## src/rtl/rv64_immediate_extender_if.sv

```systemverilog
// ----------------------------------------------------------------------------
// rv64_immediate_extender_if
//   Groups the signals between the decode stage and the immediate generator.
//   The decoder side drives the instruction. The generator side returns the
//   extended immediate and its format tag one cycle later.
//
//   in_valid     decoder -> generator  instruction is valid this cycle
//   instruction  decoder -> generator  32-bit instruction word
//   out_valid    generator -> decoder  immediate/imm_type valid
//   immediate    generator -> decoder  XLEN-bit extended immediate
//   imm_type     generator -> decoder  format tag (NONE,I,S,B,U,J,SHAMT,CSR_Z)
//
//   Modports:
//     master  the decode-stage side; drives the instruction
//     slave   the immediate generator
// ----------------------------------------------------------------------------
interface rv64_immediate_extender_if #(
    parameter int XLEN = 64,
    parameter int ILEN = 32
);
    logic            in_valid;
    logic [ILEN-1:0] instruction;
    logic            out_valid;
    logic [XLEN-1:0] immediate;
    logic [2:0]      imm_type;

    modport master (
        output in_valid,
        output instruction,
        input  out_valid,
        input  immediate,
        input  imm_type
    );

    modport slave (
        input  in_valid,
        input  instruction,
        output out_valid,
        output immediate,
        output imm_type
    );
endinterface

```

## src/rtl/rv64_immediate_extender.sv

```systemverilog
// ----------------------------------------------------------------------------
// rv64_immediate_extender
//   Registered RV64I immediate generator for the decode stage. It selects the
//   immediate format from the opcode, and also from funct3 for shifts and
//   SYSTEM instructions. It produces a 64-bit sign- or zero-extended immediate
//   and a format tag, with one cycle of latency.
//
//   Ports:
//     clk    rising-edge clock
//     rst_n  asynchronous active-low reset; clears out_valid, immediate and
//            imm_type
//     bus    slave side of rv64_immediate_extender_if
//            (in_valid/instruction in; out_valid/immediate/imm_type out)
//
//   Format tags: 0 NONE, 1 I, 2 S, 3 B, 4 U, 5 J, 6 SHAMT, 7 CSR_Z.
//   When in_valid is low, immediate and imm_type hold their values and
//   out_valid drops.
// ----------------------------------------------------------------------------
module rv64_immediate_extender #(
    parameter int XLEN = 64,
    parameter int ILEN = 32
) (
    input  logic                        clk,
    input  logic                        rst_n,
    rv64_immediate_extender_if.slave    bus
);

    typedef enum logic [2:0] {
        IMM_NONE  = 3'd0,
        IMM_I     = 3'd1,
        IMM_S     = 3'd2,
        IMM_B     = 3'd3,
        IMM_U     = 3'd4,
        IMM_J     = 3'd5,
        IMM_SHAMT = 3'd6,
        IMM_CSR_Z = 3'd7
    } imm_type_e;

    localparam logic [6:0] OP_LOAD      = 7'b0000011;
    localparam logic [6:0] OP_MISC_MEM  = 7'b0001111;
    localparam logic [6:0] OP_OP_IMM    = 7'b0010011;
    localparam logic [6:0] OP_AUIPC     = 7'b0010111;
    localparam logic [6:0] OP_OP_IMM_32 = 7'b0011011;
    localparam logic [6:0] OP_STORE     = 7'b0100011;
    localparam logic [6:0] OP_LUI       = 7'b0110111;
    localparam logic [6:0] OP_BRANCH    = 7'b1100011;
    localparam logic [6:0] OP_JALR      = 7'b1100111;
    localparam logic [6:0] OP_JAL       = 7'b1101111;
    localparam logic [6:0] OP_SYSTEM    = 7'b1110011;

    logic [ILEN-1:0] inst;
    logic [6:0]      op;
    logic [2:0]      f3;
    logic            is_shift;

    assign inst     = bus.instruction;
    assign op       = inst[6:0];
    assign f3       = inst[14:12];
    // SLLI/SRLI/SRAI and their -W forms use funct3 001 and 101.
    assign is_shift = (f3 == 3'b001) || (f3 == 3'b101);

    // Candidate immediates for each format, already extended to XLEN.
    logic [XLEN-1:0] imm_i, imm_s, imm_b, imm_u, imm_j;
    logic [XLEN-1:0] imm_shamt64, imm_shamt32, imm_csr_z;

    assign imm_i       = {{(XLEN-12){inst[31]}}, inst[31:20]};
    assign imm_s       = {{(XLEN-12){inst[31]}}, inst[31:25], inst[11:7]};
    assign imm_b       = {{(XLEN-13){inst[31]}}, inst[31], inst[7],
                          inst[30:25], inst[11:8], 1'b0};
    assign imm_u       = {{(XLEN-32){inst[31]}}, inst[31:12], 12'b0};
    assign imm_j       = {{(XLEN-21){inst[31]}}, inst[31], inst[19:12],
                          inst[20], inst[30:21], 1'b0};
    // Shift amounts take only the shamt field. The funct6/funct7 bits,
    // such as the SRAI bit 30, are excluded.
    assign imm_shamt64 = {{(XLEN-6){1'b0}}, inst[25:20]};
    assign imm_shamt32 = {{(XLEN-5){1'b0}}, inst[24:20]};
    assign imm_csr_z   = {{(XLEN-5){1'b0}}, inst[19:15]};

    logic [XLEN-1:0] dec_imm;
    imm_type_e       dec_type;

    // NOTE: every output of a combinational block gets a default first, so
    // no path through the case leaves it unassigned and infers a latch.
    always_comb begin
        dec_imm  = '0;
        dec_type = IMM_NONE;
        unique case (op)
            OP_LOAD, OP_MISC_MEM, OP_JALR: begin
                dec_imm  = imm_i;
                dec_type = IMM_I;
            end
            OP_OP_IMM: begin
                dec_imm  = is_shift ? imm_shamt64 : imm_i;
                dec_type = is_shift ? IMM_SHAMT   : IMM_I;
            end
            OP_OP_IMM_32: begin
                dec_imm  = is_shift ? imm_shamt32 : imm_i;
                dec_type = is_shift ? IMM_SHAMT   : IMM_I;
            end
            OP_STORE: begin
                dec_imm  = imm_s;
                dec_type = IMM_S;
            end
            OP_BRANCH: begin
                dec_imm  = imm_b;
                dec_type = IMM_B;
            end
            OP_LUI, OP_AUIPC: begin
                dec_imm  = imm_u;
                dec_type = IMM_U;
            end
            OP_JAL: begin
                dec_imm  = imm_j;
                dec_type = IMM_J;
            end
            OP_SYSTEM: begin
                // CSRR*I variants carry a 5-bit unsigned immediate in rs1.
                dec_imm  = f3[2] ? imm_csr_z : imm_i;
                dec_type = f3[2] ? IMM_CSR_Z : IMM_I;
            end
            default: begin
                dec_imm  = '0;
                dec_type = IMM_NONE;
            end
        endcase
    end

    // NOTE: state is updated with non-blocking assignments, so every register
    // samples its inputs from before the edge, whatever the statement order.
    always_ff @(posedge clk or negedge rst_n) begin
        if (!rst_n) begin
            bus.out_valid <= 1'b0;
            bus.immediate <= '0;
            bus.imm_type  <= IMM_NONE;
        end else begin
            bus.out_valid <= bus.in_valid;
            if (bus.in_valid) begin
                bus.immediate <= dec_imm;
                bus.imm_type  <= dec_type;
            end
        end
    end

endmodule

```

## src/flat_wrapper.sv

```systemverilog
// flat-port wrapper written by rule: the top's interface ports become plain ports
module rv64_immediate_extender_flat 
#(
    parameter int XLEN = 64,
    parameter int ILEN = 32
)
  (clk, rst_n, bus_in_valid, bus_instruction, bus_out_valid, bus_immediate, bus_imm_type);
  rv64_immediate_extender_if #(.XLEN(XLEN), .ILEN(ILEN)) bus_i ();
  input  logic clk;
  input  logic rst_n;
  input wire logic [$bits(bus_i.in_valid)-1:0] bus_in_valid;
  input wire logic [$bits(bus_i.instruction)-1:0] bus_instruction;
  output wire logic [$bits(bus_i.out_valid)-1:0] bus_out_valid;
  output wire logic [$bits(bus_i.immediate)-1:0] bus_immediate;
  output wire logic [$bits(bus_i.imm_type)-1:0] bus_imm_type;
  assign bus_i.in_valid = bus_in_valid;
  assign bus_i.instruction = bus_instruction;
  assign bus_out_valid = bus_i.out_valid;
  assign bus_immediate = bus_i.immediate;
  assign bus_imm_type = bus_i.imm_type;
  rv64_immediate_extender #(.XLEN(XLEN), .ILEN(ILEN)) u_core (.clk(clk), .rst_n(rst_n), .bus(bus_i));
endmodule
```

## config.mk

```make
export PLATFORM = sky130hd
export DESIGN_NAME = rv64_immediate_extender_flat
export DESIGN_NICKNAME = d
export VERILOG_FILES = /design/src/rtl/rv64_immediate_extender_if.sv /design/src/rtl/rv64_immediate_extender.sv /design/src/flat_wrapper.sv
export SDC_FILE = /design/constraint.sdc
export NUM_CORES = 1
export LEC_CHECK = 0
export ABC_CLOCK_PERIOD_IN_PS = 1400
export BUFFER_PORTS_ARGS = -buffer_cell sky130_fd_sc_hd__buf_4
export CAP_MARGIN = 30
export CORE_MARGIN = 2
export CORE_UTILIZATION = 47
export DETAILED_ROUTE_END_ITERATION = 10
export PLACE_DENSITY = 0.81
export SYNTH_ARGS = -nofsm -noshare
export SYNTH_HDL_FRONTEND = slang
export SYNTH_SLANG_ARGS = --single-unit
```

## constraint.sdc

```tcl
create_clock -name clk -period 1.4 [get_ports clk]
set_input_delay 0.14 -clock clk [delete_from_list [all_inputs] [get_ports clk]]
set_output_delay 0.14 -clock clk [all_outputs]
set_load 0.01 [all_outputs]
```

# [Word-level counts from Yosys, hierarchy flattened]
# Cells that the tools add are included.
[classes] eq_ne=13 muxes=7 n_reduce_logical=4
[op_table] op="64-bit case mux with 8 select lines" count=1
[op_table] op="64-bit 2-to-1 mux" count=3
[op_table] op="7-bit == test, second input constant" count=4
[op_table] op="7-bit by 5-bit == test with 1-bit output, second input constant" count=3
[op_table] op="3-bit case mux with 7 select lines" count=1
[op_table] op="7-bit by 6-bit == test with 1-bit output, second input constant" count=2
[op_table] op="7-bit by 2-bit == test with 1-bit output, second input constant" count=1
[op_table] op="7-bit by 4-bit == test with 1-bit output, second input constant" count=1
[op_table] op="3-bit 2-to-1 mux" count=2
[op_table] op="2-bit OR reduction" count=2
[op_table] op="3-bit by 1-bit == test with 1-bit output, second input constant" count=1
[op_table] op="3-bit == test, second input constant" count=1
[op_table] op="3-bit OR reduction" count=1
[op_table] op="1-bit logical OR" count=1
[word_totals] out_inout_bits=68 elab_cells=27 reg_bits=68

# [Depth between registers and ports, before layout]
[logic_depth] depth_word=4 depth_mapped=7 mapped_depth_nobuf=5

# [Least setup slack after synthesis]
# Ideal clock, no wire load.
[synth_path] kind="input port to flip-flop" startpoint="input bus_instruction[5]" endpoint="register u_core.bus.immediate[22]" setup_time_ns=0.146 required_time_ns=1.254 cell_stages=7 arrival_ns=1.523 n_path_buf=2 slack_ns=-0.269 path_cell_list="buf_2 nor2b_1 and4_1 nor4_2 nand3b_4 buf_4 o221ai_1"
[synth_via] elab_chain_len=3 elab_cells_between_ends=14 cone_classes="eq/ne: 11; mux: 1; reduce/logical: 2"
[synth_rtl] item="start: declaration" line="flat_wrapper.sv:12" text="input wire logic [$bits(bus_i.instruction)-1:0] bus_instruction;"
[synth_rtl] item="7-bit by 2-bit == test with 1-bit output, or another cell as far along" line="rv64_immediate_extender.sv:87" text="unique case (op)"
[synth_rtl] item="3-bit OR reduction / 2-bit OR reduction (equally long branches)" line="rv64_immediate_extender.sv:87"
[synth_rtl] item="64-bit case mux with 8 select lines (*)" line="rv64_immediate_extender.sv:87"
[synth_rtl] item="end signal: assignment" line="rv64_immediate_extender.sv:138" text="bus.immediate <= dec_imm;"
[synth_rtl] item="end: declaration" line="rv64_immediate_extender_if.sv:39" text="output immediate,"
# Every way passes the cells marked *; elsewhere a longest branch is shown, timed or not.
# A chain may end at the register's enable or synchronous reset.

# [Worst setup path after layout]
[layout_path] startpoint="input bus_instruction[2]" endpoint="register u_core.bus.immediate[20]"
# Same word-level chain as after synthesis.

==> metrics.txt <==
outcome finished, final reports clean; WL per Instance 17.1 um; area of the multi-input gates 0.00105 mm2; total global routing overflow 0; Min-Delay Path Class input pin to flip-flop; H-tree Lvls 2; CP required 1.61 ns; placed insts 376; minimum clock period 1.40 ns; Seq/Total Area, Yosys 0.416; Via density 5.69; Final Cycle Share 0.999; Core Box Area 0.00438 mm2; port buffer count 102; Syn Nets 260; Worst EP arrival 1.61 ns; Setup crit start kind input pin; Critical path origin bus_instruction[2]; via count 2,218; Starting Density 0.494; DR iter-0 viols 147; Chip Height 71.9 um; Syn Std Cell Area 0.00217 mm2; RR Startpoint u_core.bus.immediate[16]$_DFFE_PN0P_; Routed WL 6670 um; commonest non-fill, non-tap cells in the layout buf_4, dfrtp_1, nand2_1; HPWL after detailed placement 4940 um; initial antenna violation count 0; IO Pins 103; Worst-Skew Late Latency 0.29 ns; Core Rows 24; Post-DRT Antenna Nets 0; largest net degree at the start of global routing 37; share of cells above drive strength 1 0.536; fill cell count 308; critical path endpoint category flip-flop; Final Hold Viols 0; Rel. slew slack 0.653; final slew viol count 0; cells after synthesis 225; Leak 0.00164 uW; hold worst-path end u_core.bus.immediate[17]$_DFFE_PN0P_; RSZ-0062 raised after global routing true; die width 71.9 um; Setup Skew 0 ns; # diodes 0; reg2reg path depth 1; vias in the first global route 2,072; hold depth 2; root buf cell clkbuf_8; total global-route track usage 0.249; placer congestion estimate 0.816; Most used DFF post-synth dfrtp_1; first-pass GRT wire length 9960 um; Synth cell types 45; drt drc 0; count of flip-flops with a built-in enable after synthesis 0; Yosys reg bits 36; flop2flop setup slack 0.51 ns; Non-Filler Instances 390; CTS clk-pin slew, worst paths 0.07 ns; Fmax achieved 715 MHz; HP Start bus_instruction[17]; First-pass DRT Iterations 4; Power Total 2240 uW; Nets 372; Syn Area/Cell 9.63 um2; Cell Pwr Density 679 mW/mm2; Warnings, synthesis 0; commonest non-fill, non-tap cell in the layout buf_4; Num CTS Buffers 5; VDD IR-drop max 0.326 mV; crit path kind input pin to flip-flop; Final setup viols 0; die area 0.00517 mm2; worst slew pin tran 0.514 ns; Async SR Flop Fraction 1.00; register area 905 um2; Max Cap Viol 0; Max clock buf depth 2; Reg-to-Reg End u_core.bus.immediate[16]$_DFFE_PN0P_; CTS tree done; Crit Path Max Fanout 6; CTS sink cnt 36; Area Growth Syn to Fin 52.6%
critical path, stage by stage:
cell      delay [ns]
buf_8           0.10
or4_4           0.55
a311oi_4        0.27
buf_4           0.18
nor4_4          0.04
nand3b_4        0.21
o211ai_1        0.12
power by group:
| group | total, uW | internal (uW) | switching [uW] |
|---|---|---|---|
| clock network | 737 | 347 | 391 |
| logic | 431 | 213 | 218 |
| registers | 1070 | 1060 | 14.3 |
| total | 2240 | 1620 | 623 |
cell type report:
type,instances,area share
clock inverters,3,0.00568
clock buffers,5,0.0208
inverters,14,0.0159
flip-flops and latches,36,0.274
repair buffers,150,0.345
well taps,52,0.0197
multi-input cells,130,0.319
registers in the layout, indices dropped and copies added, names as in the netlist:
| name | cells |
|---|---|
| u_core.bus.imm_type | 3 |
| u_core.bus.immediate | 32 |
| u_core.bus.out_valid | 1 |
per-layer routing:
metal,share of wire,up-vias,global-route usage
met5,0,-,0
met4,0.025,0,0.105
met3,0.075,15,0.0492
met2,0.52,107,0.420
met1,0.38,1069,0.312
li1,-,1027,-
cells by family (layout without fill, tap and decap cells):
kind of cell           count (synthesis)  in the layout  synth area share
DFF                                   36             36             0.416
and+or+nand+nor                       66             67             0.175
AOI/OAI and AO/OA                     63             63             0.246
buffers and inverters                 60            172             0.163
Yosys cell counts (2+ instances only):
master,number,area [um2]
a21oi_1,6,30.0
a221o_1,8,80.1
a221oi_1,5,43.8
a22oi_1,5,37.5
and2_1,4,25.0
and3_1,3,18.8
buf_2,4,20.0
buf_4,33,248
clkbuf_1,9,33.8
dfrtp_1,36,901
inv_1,13,48.8
nand2_1,22,82.6
nand3_1,2,10.0
nor2_1,9,33.8
nor2b_1,5,31.3
nor3_1,4,20.0
nor3b_1,3,22.5
o211ai_1,7,52.6
o21ai_1,4,20.0
o221ai_1,10,87.6
o2bb2ai_1,8,70.1
or2_1,2,12.5
repair_timing:
item | in CTS | in global routing
gates resized for setup | 6 | 6
endpoints found under the setup margin | 44 | 59
endpoints found under the hold margin | 36 | 0
setup buffers | 2 | 3
cloned | 0 | 1
pin swaps | 1 | 1
hold buffers | 1 | 0
through the flow:
| stage | util | hold slack [ns] | cell area (um2) | TNS, ns | setup WS (ns) |
|---|---|---|---|---|---|
| after floorplan | - | -0.156 | 2280 | -2.27 | -0.150 |
| after global placement | 0.710 | 0.112 | 3110 | -8.11 | -0.326 |
| after detailed placement | 0.710 | 0.120 | 3110 | -9.17 | -0.376 |
| after CTS | 0.741 | 0.0920 | 3250 | -0.262 | -0.0401 |
| after global routing | 0.754 | 0.102 | 3300 | -0.255 | -0.0376 |
| final | 0.754 | 0.0938 | 3300 | 0 | 0.00135 |
worst max-delay path by stage:
stage,to
after global routing,u_core.bus.immediate[20]$_DFFE_PN0P_
after CTS,u_core.bus.immediate[22]$_DFFE_PN0P_
after global placement,u_core.bus.immediate[19]$_DFFE_PN0P_
final,u_core.bus.immediate[20]$_DFFE_PN0P_
after floorplan,u_core.bus.immediate[12]$_DFFE_PN0P_
after detailed placement,u_core.bus.immediate[15]$_DFFE_PN0P_
Note: power is estimated with default switching activity, not from simulation.
